## src/rtl/mem_bus_arbiter_pkg.sv

```systemverilog
//------------------------------------------------------------------------------
// mem_bus_arbiter_pkg : shared states, port indices and helpers for the arbiter
// Revision: 1.0
//------------------------------------------------------------------------------
`default_nettype none

package mem_bus_arbiter_pkg;

   localparam int unsigned WORD_SIZE_DEF = 16;

   typedef enum logic [1:0] {
      S_IDLE = 2'd0,
      S_ACC  = 2'd1,
      S_DONE = 2'd2
   } state_e;

   // Port indices double as the owner register encoding.
   localparam logic P_CPU = 1'b0;
   localparam logic P_DMA = 1'b1;

   function automatic logic [1:0] port_onehot(input logic owner);
      return owner ? 2'b10 : 2'b01;
   endfunction

endpackage

`default_nettype wire

```

## src/rtl/mem_bus_arbiter.sv

```systemverilog
//------------------------------------------------------------------------------
// mem_bus_arbiter : two-port (CPU/DMA) memory arbiter with CPU priority,
//                   DMA starvation limit and programmable wait states
// Revision: 1.0
//------------------------------------------------------------------------------
`default_nettype none

module mem_bus_arbiter
   import mem_bus_arbiter_pkg::*;
#(
   parameter int unsigned WORD_SIZE    = WORD_SIZE_DEF,
   parameter int unsigned WAIT_STATES  = 1,
   parameter int unsigned STARVE_LIMIT = 3
) (
   input  logic                 clk_i,
   input  logic                 rst_ni,
   input  logic [1:0]           req_i,
   input  logic [1:0]           we_i,
   input  logic [WORD_SIZE-1:0] addr0_i,
   input  logic [WORD_SIZE-1:0] addr1_i,
   input  logic [WORD_SIZE-1:0] wdata0_i,
   input  logic [WORD_SIZE-1:0] wdata1_i,
   output logic [1:0]           gnt_o,
   output logic [1:0]           ack_o,
   output logic [WORD_SIZE-1:0] rdata_o,
   output logic                 busy_o,
   output logic                 mem_en_o,
   output logic                 mem_write_o,
   output logic [WORD_SIZE-1:0] mem_addr_o,
   output logic [WORD_SIZE-1:0] mem_wdata_o,
   input  logic [WORD_SIZE-1:0] mem_rdata_i
);

   localparam int unsigned WAIT_W   = (WAIT_STATES > 0) ? $clog2(WAIT_STATES + 1) : 1;
   localparam int unsigned STARVE_W = $clog2(STARVE_LIMIT + 1);
   localparam logic [WAIT_W-1:0]   WAIT_INIT  = WAIT_W'(WAIT_STATES);
   localparam logic [STARVE_W-1:0] STARVE_MAX = STARVE_W'(STARVE_LIMIT);

   state_e                state_q,  state_d;
   logic                  owner_q,  owner_d;
   logic                  we_q,     we_d;
   logic [WORD_SIZE-1:0]  addr_q,   addr_d;
   logic [WORD_SIZE-1:0]  wdata_q,  wdata_d;
   logic [WORD_SIZE-1:0]  rdata_q,  rdata_d;
   logic [WAIT_W-1:0]     wait_q,   wait_d;
   logic [STARVE_W-1:0]   starve_q, starve_d;
   logic                  pick_dma;

   // DMA wins when it is alone, or when the CPU has starved it long enough.
   assign pick_dma = req_i[P_DMA] && (!req_i[P_CPU] || (starve_q == STARVE_MAX));

   always_comb begin
      state_d  = state_q;
      owner_d  = owner_q;
      we_d     = we_q;
      addr_d   = addr_q;
      wdata_d  = wdata_q;
      rdata_d  = rdata_q;
      wait_d   = wait_q;
      starve_d = starve_q;

      case (state_q)
         S_IDLE: begin
            if (req_i != 2'b00) begin
               owner_d = pick_dma ? P_DMA : P_CPU;
               we_d    = pick_dma ? we_i[P_DMA] : we_i[P_CPU];
               addr_d  = pick_dma ? addr1_i : addr0_i;
               wdata_d = pick_dma ? wdata1_i : wdata0_i;
               wait_d  = WAIT_INIT;
               state_d = S_ACC;
               if (pick_dma || !req_i[P_DMA]) begin
                  starve_d = '0;
               end else if (starve_q != STARVE_MAX) begin
                  starve_d = starve_q + STARVE_W'(1);
               end
            end
         end
         S_ACC: begin
            if (wait_q == '0) begin
               if (!we_q) begin
                  rdata_d = mem_rdata_i;
               end
               state_d = S_DONE;
            end else begin
               wait_d = wait_q - WAIT_W'(1);
            end
         end
         S_DONE: begin
            state_d = S_IDLE;
         end
         default: begin
            state_d = S_IDLE;
         end
      endcase
   end

   always_ff @(posedge clk_i or negedge rst_ni) begin
      if (!rst_ni) begin
         state_q  <= S_IDLE;
         owner_q  <= P_CPU;
         we_q     <= 1'b0;
         addr_q   <= '0;
         wdata_q  <= '0;
         rdata_q  <= '0;
         wait_q   <= '0;
         starve_q <= '0;
      end else begin
         state_q  <= state_d;
         owner_q  <= owner_d;
         we_q     <= we_d;
         addr_q   <= addr_d;
         wdata_q  <= wdata_d;
         rdata_q  <= rdata_d;
         wait_q   <= wait_d;
         starve_q <= starve_d;
      end
   end

   // Outputs decode straight from registered state so reset clears them at once.
   assign busy_o      = (state_q != S_IDLE);
   assign mem_en_o    = (state_q == S_ACC);
   assign mem_write_o = mem_en_o && we_q;
   assign gnt_o       = ((state_q == S_ACC) || (state_q == S_DONE)) ? port_onehot(owner_q) : 2'b00;
   assign ack_o       = (state_q == S_DONE) ? port_onehot(owner_q) : 2'b00;
   assign mem_addr_o  = addr_q;
   assign mem_wdata_o = wdata_q;
   assign rdata_o     = rdata_q;

endmodule

`default_nettype wire

```

## config.mk

```make
export PLATFORM = sky130hd
export DESIGN_NAME = mem_bus_arbiter
export DESIGN_NICKNAME = d
export VERILOG_FILES = /design/src/rtl/mem_bus_arbiter_pkg.sv /design/src/rtl/mem_bus_arbiter.sv
export SDC_FILE = /design/constraint.sdc
export NUM_CORES = 1
export LEC_CHECK = 0
export CAP_MARGIN = 20
export CORE_UTILIZATION = 35
export CTS_CLUSTER_SIZE = 14
export DETAILED_ROUTE_END_ITERATION = 6
export PLACE_DENSITY = 0.79
export SYNTH_ARGS = -nofsm -noshare
export SYNTH_HDL_FRONTEND = slang
export SYNTH_SLANG_ARGS = --single-unit
```

## constraint.sdc

```tcl
create_clock -name clk_i -period 1.53 [get_ports clk_i]
set_input_delay 0.2295 -clock clk_i [delete_from_list [all_inputs] [get_ports clk_i]]
set_output_delay 0.2295 -clock clk_i [all_outputs]
set_load 0.03 [all_outputs]
```

# Yosys cells after proc, flatten, opt, wreduce, memory -nomap -nowiden
# Cells that the tools add are included.
[totals]
out_inout_bits = 55
register_bits = 55
input_bits = 86
elab_cells = 50
[op_classes]
n_bitwise = 2
n_reduce_logical = 17
n_eq_ne = 6
mux = 15
addsub = 2
[op_table]
columns = ["cell", "count"]
rows = [
  ["16-bit 2-to-1 mux", 2],
  ["2-bit 2-to-1 mux", 7],
  ["2-bit nonzero test", 4],
  ["2-bit != test, second input constant", 3],
  ["2-bit AND reduction", 3],
  ["3-bit AND reduction", 2],
  ["2-bit == test, second input constant", 2],
  ["1-bit 2-to-1 mux", 4],
  ["2-bit one-hot mux with 2 select lines", 1],
  ["1-bit logical OR", 3],
  ["2-bit by 1-bit adder with 2-bit output, second input constant", 1],
  ["2-bit by 1-bit == test with 1-bit output, second input constant", 1],
  ["1-bit logical AND", 2],
  ["1-bit zero test", 2],
  ["2-bit zero test", 1],
  ["1-bit inverter", 2],
  ["1-bit one-hot mux with 2 select lines", 1],
  ["1-bit subtractor, second input constant", 1],
]

# Longest topological paths before layout
# Gate-level depths: netlist (run 1).
[logic_depth]
word_depth = 6
ltp_mapped = 7
ltp_nobuf = 5

# Worst setup path after synthesis (run 1)
# OpenSTA, ideal clock, no wires.
[synth_path]
path_kind = "reg-to-reg"
start = "reg state_q[1]"
end = "reg rdata_q[10] (netlist: rdata_o[10])"
t_arrival_ps = 1749
setup_ps = 125
required_time_ps = 1405
stages_incl_launch_ff = 6
n_path_buf = 1
path_slack_ps = -344
synth_period_minus_slack_ps = 1874
path_cell_list = "dfrtp_1 inv_1 ha_1 nor3b_4 buf_6 mux2_2"
[synth_between]
elab_chain_len = 2
[synth_lines]
columns = ["element", "line", "source"]
rows = [
  ["from (decl)", "mem_bus_arbiter.sv:39", "state_e state_q, state_d;"],
  ["from (signal assigned)", "mem_bus_arbiter.sv:108", "state_q <= state_d;"],
  ["2-bit by 1-bit == test with 1-bit output", "--", ""],
  ["net mem_en_o", "mem_bus_arbiter.sv:27", "output logic mem_en_o,"],
  ["3-bit AND reduction (no line)", "--", ""],
  ["to (signal assigned)", "mem_bus_arbiter.sv:113", "rdata_q <= rdata_d;"],
  ["to (decl)", "mem_bus_arbiter.sv:44", "logic [WORD_SIZE-1:0] rdata_q, rdata_d;"],
]
# The timed path passes the listed nets, and every way through them passes these cells.
# A chain may end at the register's enable or synchronous reset.

# Worst setup path after layout (run 1)
[layout_path]
start = "reg state_q[1]"
end = "out ack_o[1]"
[layout_between]
elab_chain_len = 2
[layout_lines]
columns = ["element", "line", "source"]
rows = [
  ["2-bit == test", "mem_bus_arbiter.sv:124", "assign ack_o = (state_q == S_DONE) ? port_onehot(owner_q) : 2'b00;"],
  ["2-bit 2-to-1 mux", "mem_bus_arbiter.sv:124", ""],
  ["to (decl)", "mem_bus_arbiter.sv:24", "output logic [1:0] ack_o,"],
]
# Every way passes these cells.

==> results_dict.tcl, run 1 <==
set metrics [dict create \
    run_status "complete, but fails checks" \
    violations "negative setup slack" \
    r2r_start "state_q[1]$_DFFE_PN0P_" \
    hold-worst-slack_ns 0.470 \
    detailroute.via_count 2595 \
    synth.cells.most_frequent "sky130_fd_sc_hd__dfrtp_1 (55), sky130_fd_sc_hd__nor2_1 (35), sky130_fd_sc_hd__a21oi_1 (34)" \
    count_of_final_max_slew_check_failures 0 \
    drcViolationCount 0 \
    worstSetupPathDepth 4 \
    worst_clock_skew_ns 0.00681 \
    rows 31 \
    timing.slew.headroom_pct 77.0 \
    number_of_global_route_vias_before_repair 2623 \
    synth_warnings 0 \
    share_of_final_layout_standard_cells_stronger_than_drive_strength_1_pct 17.4 \
    antennaDiodeCount 0 \
    number_of_cts_inserted_buffers 5 \
    synth_area_per_cell_um2 10.0 \
    totalNegativeSetupSlack_ns -0.275 \
    hpwlAfterDp_mm 5.42 \
    ant_nets 0 \
    mappedNetlistNets 351 \
    route.detailed.vias_per_inst 5.12 \
    synth-async-reset-ratio_pct 100 \
    synth_xor_area_share_pct 0 \
    period_share_pct 104 \
    cellPowerDensity_nw_per_um2 1960 \
    route.final.wire_length_mm 7.69 \
    floorplan.core_area_um2 7210 \
    dominantRegCellSynth "sky130_fd_sc_hd__dfrtp_1" \
    root_buffer "sky130_fd_sc_hd__clkbuf_8" \
    grt_antenna_before_repair 0 \
    p_leak_uw 0.00188 \
    period_minus_slack_ns 1.59 \
    power.total_uw 8660 \
    worst-r2r-cell-count 5 \
    floorplan.die.width_um 88.1 \
    initial_utilization_pct 35.9 \
    synth_top_family_by_area "compound AO/OA/AOI/OAI gates" \
    globalplace.congestion 0.718 \
    fp.dieArea_um2 7760 \
    clock_tree.buffer_depth 2 \
    post_synth_edffs 0 \
    final_critical_path_setup_slack_ns -0.0560 \
    worst-path-max-fanout 2 \
    max_clock_freq_ghz 0.631 \
    yosysMostFrequentCell "sky130_fd_sc_hd__dfrtp_1" \
    htree_num_levels 2 \
    power.switching_uw 3860 \
    endpoint_kind "output port" \
    max_cap_violations 0 \
    setup.worst_path.class "reg -> out" \
    ys_types 27 \
    timing_hold_violations_final 0 \
    setup_violations 12 \
    synth_cells 259 \
    post-synth-top-area-cell "sky130_fd_sc_hd__dfrtp_1" \
    ir_drop_mv 1.18 \
    worst_setup_hold_path_clk_slew_ns 0.09 \
    rsz0062_at_grt "yes" \
    clkPwrFrac_pct 9.9 \
    synth_simple_gate_area_share_pct 8.20 \
    synth_seq_cells 55 \
    cts.sink_count 55 \
    hold_class "in -> async" \
    critical-path-slowest-cell "sky130_fd_sc_hd__dfrtp_1" \
    firstDrtPassIters 4 \
    path_buf_inv 2 \
    synthAdderAreaFrac_pct 2.90 \
    worst_slew_pin_slew_ns 0.346 \
    grt.overflow.total 0 \
    power.share.sequential_pct 30.0 \
    utilization_pct 61.1 \
    buffer_ports.inserted 140 \
    start_kind "flop" \
    track_usage_pct 20.0 \
    share_comb_of_total_power_pct 60.1 \
    crit_chain "buf_4 > ha_2 > and2_1 > buf_6" \
    grt_max_degree 56 \
    critical_path_rt_ns 1.30 \
    cell_area_synth_um2 2590 \
    detail_route.iter0.violations 103 \
    insertion_delay_ns 0.30 \
    grt_pass1_wl_mm 12.0 \
    num-nets-final 499 \
    power_switching_share_pct 44.5 \
    synth_top_area_share_pct 53.1 \
    worst_flop_to_flop_path_endpoint "rdata_o[13]$_DFFE_PN0P_" \
    muxShareOfSynthArea_pct 8.20 \
    worst_ep_arrival_time_ns 1.36 \
    ioPinCount 141 \
    clock_tree_from_tritoncts "yes" \
    cpLargestDelayFamily "flip-flops" \
    crit_path_max_incr_delay_ns 0.43 \
    die_height_um 88.1 \
    regToRegSetupSlack_ns -0.03 \
    routedWlPerCell_um 15.2 \
    syn_to_final_growth_pct 70.1 \
    cellInternalPower_uw 4800 \
    synth-compound-area-share_pct 22.6 \
    yosysSeqAreaShare_pct 53.1 \
    synth.area.top_cells "sky130_fd_sc_hd__dfrtp_1 (53%), sky130_fd_sc_hd__a31oi_1 (8.0%), sky130_fd_sc_hd__mux2_2 (6.9%), sky130_fd_sc_hd__a21oi_1 (6.6%), sky130_fd_sc_hd__nor2_1 (5.1%)" \
]
[repair_timing]
item | CTS | global route
setup buffers | 4 | 1
setup endpoints to repair | 87 | 52
pin swaps | 1 | 1
endpoints found under the hold margin | 55 | 0
hold buffers | 1 | 0
resized for setup | 68 | 16
[stage by stage]
stage	instances	worst slack (ns)	cell area, µm²
6_report	507	-0.0560	4410
5_1_grt	507	-0.110	4410
4_1_cts	506	-0.0589	4330
3_5_place_dp	493	-0.0455	4180
3_3_place_gp	493	-0.00250	4180
2_1_floorplan	259	-0.113	2610
[cell type report]
type                            instances  area, µm²
Sequential cell                        55       1380
Fill cell                             631       2810
Clock buffer                            8        100
Tap cell                               99        124
Multi-Input combinational cell        177       1200
Timing Repair Buffer                  163       1580
Inverter                                5       23.8
[logic make-up (layout without fill, tap and decap cells)]
kind of cell / after synthesis / count (layout)
DFF: 55 / 55
muxes: 19 / 19
buffers and inverters: 27 / 176
AOI/OAI and AO/OA: 105 / 105
adders and majority gates: 6 / 6
and+or+nand+nor: 47 / 47
[power groups by stage]
| stage | clock (µW) | sequential [µW] | combinational [µW] |
|---|---|---|---|
| after global placement | 0 | 2610 | 5100 |
| after floorplan | 0 | 3850 | 1750 |
| after CTS | 884 | 2600 | 5040 |
| after global routing | 950 | 2690 | 5570 |
| final | 854 | 2600 | 5200 |
| after detailed placement | 0 | 2620 | 5210 |
[layer usage]
layer | wire [µm] | track usage, % | vias up
met5 | 0 | 0 | -
met4 | 44 | 5.87 | 0
met3 | 585 | 5.09 | 4
met2 | 3880 | 35.2 | 114
met1 | 3180 | 24.2 | 1251
li1 | - | - | 1226
[state kept, by name, indices dropped and copies added (netlist names)]
register and cells:
owner_q 1, wait_q 1, rdata_o 16, mem_wdata_o 16, mem_addr_o 16, we_q 1, starve_q 2, state_q 2
[how the worst max path moves through the flow]
stage                                  to  slack (ns)                   start
2_1_floorplan     rdata_o[10]$_DFFE_PN0P_       -0.11  state_q[1]$_DFFE_PN0P_
3_3_place_gp   mem_addr_o[10]$_DFFE_PN0P_      -0.002                req_i[1]
3_5_place_dp       state_q[0]$_DFFE_PN0P_       -0.05                req_i[1]
4_1_cts                          gnt_o[0]       -0.06  state_q[1]$_DFFE_PN0P_
5_1_grt                          ack_o[1]       -0.11  state_q[1]$_DFFE_PN0P_
6_report                         ack_o[1]       -0.06  state_q[1]$_DFFE_PN0P_
[cell usage in the layout (no fill, tap or decap), types with 2 or more instances in the layout]
master                            count
sky130_fd_sc_hd__buf_12               4
sky130_fd_sc_hd__inv_4                2
sky130_fd_sc_hd__nand2_1              3
sky130_fd_sc_hd__dlygate4sd2_1       48
sky130_fd_sc_hd__ha_1                 2
sky130_fd_sc_hd__buf_4               15
sky130_fd_sc_hd__nor2b_4              2
sky130_fd_sc_hd__clkbuf_8             7
sky130_fd_sc_hd__mux2_4               8
sky130_fd_sc_hd__a21oi_1             34
sky130_fd_sc_hd__dfrtp_1             54
sky130_fd_sc_hd__ha_4                 3
sky130_fd_sc_hd__inv_1                2
sky130_fd_sc_hd__clkdlybuf4s50_1     84
sky130_fd_sc_hd__o21ai_1             20
sky130_fd_sc_hd__o21ai_0             13
sky130_fd_sc_hd__a31oi_2              3
sky130_fd_sc_hd__nor2_1              35
sky130_fd_sc_hd__mux2_2               8
sky130_fd_sc_hd__a31oi_1             30
sky130_fd_sc_hd__and2_4               2
sky130_fd_sc_hd__mux2_1               2
sky130_fd_sc_hd__buf_6               10
[worst register-to-register path, delay by kind of cell (launching register included)]
kind / cells / cell delay [ns]
adder cells (fa/ha/maj): 1 / 0.16
AND/OR/NAND/NOR: 1 / 0.22
multiplexers: 1 / 0.35
flip-flops: 1 / 0.43
buffers and inverters: 2 / 0.30
Note: power is estimated with default switching activity, not from simulation.
==> run 2: changes to the inputs <==
- PLACE_DENSITY: 0.79 -> 0.76
==> results_dict.tcl, run 2 (synthesized netlist as in run 1, its figures left out) <==
set metrics [dict create \
    track_usage_pct 19.4 \
    cts.sink_count 55 \
    worst-path-max-fanout 2 \
    route.detailed.vias_per_inst 5.10 \
    number_of_global_route_vias_before_repair 2510 \
    layout.cells.most_common "sky130_fd_sc_hd__clkdlybuf4s50_1" \
    ant_nets 0 \
    crit_path_max_incr_delay_ns 0.42 \
    cellPowerDensity_nw_per_um2 1970 \
    num-nets-final 495 \
    power.switching_uw 3820 \
    grt_busiest_layer "met2" \
    drcViolationCount 0 \
    endpoint "ack_o[0]" \
    antennaDiodeCount 0 \
    number_of_cts_inserted_buffers 5 \
    worst_flop_to_flop_path_endpoint "rdata_o[7]$_DFFE_PN0P_" \
    grt_max_degree 40 \
    power.share.sequential_pct 29.7 \
    clock_tree.buffer_depth 2 \
    fp.dieArea_um2 7760 \
    r2r_start "state_q[1]$_DFFE_PN0P_" \
    ir_drop_mv 0.738 \
    crit_chain "inv_2 > buf_6 > ha_4 > nor2b_1 > buf_4" \
    multi_input_area_um2 1190 \
    floorplan.die.width_um 88.1 \
    grt_util_met1_pct 22.7 \
    period_share_pct 102 \
    route.final.wire_length_mm 7.54 \
    initial_utilization_pct 35.9 \
    floorplan.core_area_um2 7210 \
    rows 31 \
    share_comb_of_total_power_pct 58.9 \
    final-instance-count-excl-fill 503 \
    detail_route.iter0.violations 80 \
    root_buffer "sky130_fd_sc_hd__clkbuf_8" \
    final_critical_path_setup_slack_ns -0.0317 \
    hold-worst-slack_ns 0.374 \
    final.fill_count 654 \
    worst_clock_skew_ns 0.00734 \
    clkPwrFrac_pct 11.4 \
    globalplace.congestion 0.682 \
    clock_tree_from_tritoncts "yes" \
    buffer_ports.inserted 140 \
    timing_hold_violations_final 0 \
    endpoint_kind "output port" \
    power_switching_share_pct 44.1 \
    numPlacedInstances 492 \
    standard_cell_area_after_detailed_placement_um2 4190 \
    critical-path-slowest-cell "sky130_fd_sc_hd__dfrtp_1" \
    max_cap_violations 0 \
    grt_antenna_before_repair 0 \
    violations "negative setup slack" \
    worst_ep_arrival_time_ns 1.33 \
    setup.worst_path.class "reg -> out" \
    startpoint "state_q[0]$_DFFE_PN0P_" \
    period_minus_slack_ns 1.56 \
    worst-r2r-cell-count 5 \
    hold_class "in -> async" \
    die_height_um 88.1 \
    start_kind "flop" \
    syn_to_final_growth_pct 69.5 \
    worst_slew_pin_slew_ns 0.388 \
    share_of_final_layout_standard_cells_stronger_than_drive_strength_1_pct 16.1 \
    critical_path_rt_ns 1.30 \
    regToRegSetupSlack_ns -0.02 \
    most-common-layout-cells "sky130_fd_sc_hd__clkdlybuf4s50_1 (84), sky130_fd_sc_hd__dfrtp_1 (55), sky130_fd_sc_hd__dlygate4sd2_1 (48)" \
    max_clock_freq_ghz 0.640 \
    count_of_final_max_slew_check_failures 0 \
    p_leak_uw 0.00188 \
    worst_setup_hold_path_clk_slew_ns 0.10 \
    ioPinCount 141 \
    insertion_delay_ns 0.30 \
    cellInternalPower_uw 4840 \
    groute.layer.met2.usage_pct 34.9 \
    setup_violations 10 \
    detailroute.via_count 2563 \
    register_area_um2 1380 \
    run_status "complete, but fails checks" \
    rsz0062_at_grt "yes" \
    grt.overflow.total 0 \
    htree_num_levels 2 \
    timing.slew.headroom_pct 74.1 \
    gr-usage-met3_pct 5.18 \
    hpwlAfterDp_mm 5.35 \
    routedWlPerCell_um 15.0 \
    final_cell_area_um2 4400 \
    grt_pass1_wl_mm 11.7 \
    firstDrtPassIters 4 \
]
[run 2: per-layer routing]
| layer | wire, µm | share of wire, % |
|---|---|---|
| met1 | 3040 | 40 |
| met3 | 718 | 9.5 |
| met4 | 65 | 0.86 |
| met5 | 0 | 0 |
| met2 | 3720 | 49 |
[run 2: area by class of cell]
type                    instances  area share (%)
clock inverters                 2           0.797
flip-flops and latches         55            31.3
repair buffers                159            35.6
inverters                       5           0.484
well taps                      99            2.82
multi-input cells             177            27.1
clock buffers                   6            1.88
[run 2: power groups by stage]
stage | Clock, µW | Sequential, µW | Combinational, µW
after CTS | 1020 | 2570 | 5040
final | 986 | 2580 | 5100
after detailed placement | 0 | 2630 | 5210
after global routing | 1080 | 2670 | 5490
after floorplan | 0 | 3850 | 1750
after global placement | 0 | 2600 | 5110
[run 2: worst min-delay path by stage]
stage | slack (ns) | cells past startpoint | to
after detailed placement | 0.17 | 1 | rdata_o[7]$_DFFE_PN0P_
after global routing | 0.43 | 2 | rdata_o[7]$_DFFE_PN0P_
after global placement | 0.17 | 1 | rdata_o[6]$_DFFE_PN0P_
after CTS | 0.37 | 2 | rdata_o[7]$_DFFE_PN0P_
after floorplan | -0.07 | 0 | mem_addr_o[0]$_DFFE_PN0P_
final | 0.37 | 2 | rdata_o[7]$_DFFE_PN0P_
[run 2: repair_timing]
action / CTS / global route
setup endpoints to repair: 55 / 23
endpoints found under the hold margin: 16 / 0
hold buffers: 1 / 0
pin swaps: 0 / 2
setup buffers: 3 / 0
resized for setup: 65 / 15
[run 2: stage by stage]
step | TNS (ns) | power [µW] | util, % | worst slack (ns)
floorplan | -1.13 | 5600 | - | -0.113
global placement | -0.997 | 7710 | 58.1 | -0.0403
detailed placement | -2.19 | 7830 | 58.1 | -0.0784
CTS | -0.0891 | 8630 | 60.3 | -0.0515
global route | -0.975 | 9240 | 60.9 | -0.0895
finish | -0.159 | 8670 | 60.9 | -0.0317
[run 2: worst max-delay path, delay by kind of cell (launching register included)]
kind                     cells  cell delay, ns
flip-flops                   1            0.42
buffers and inverters        3            0.37
adder cells (fa/ha/maj)      1            0.12
AND/OR/NAND/NOR              1            0.12
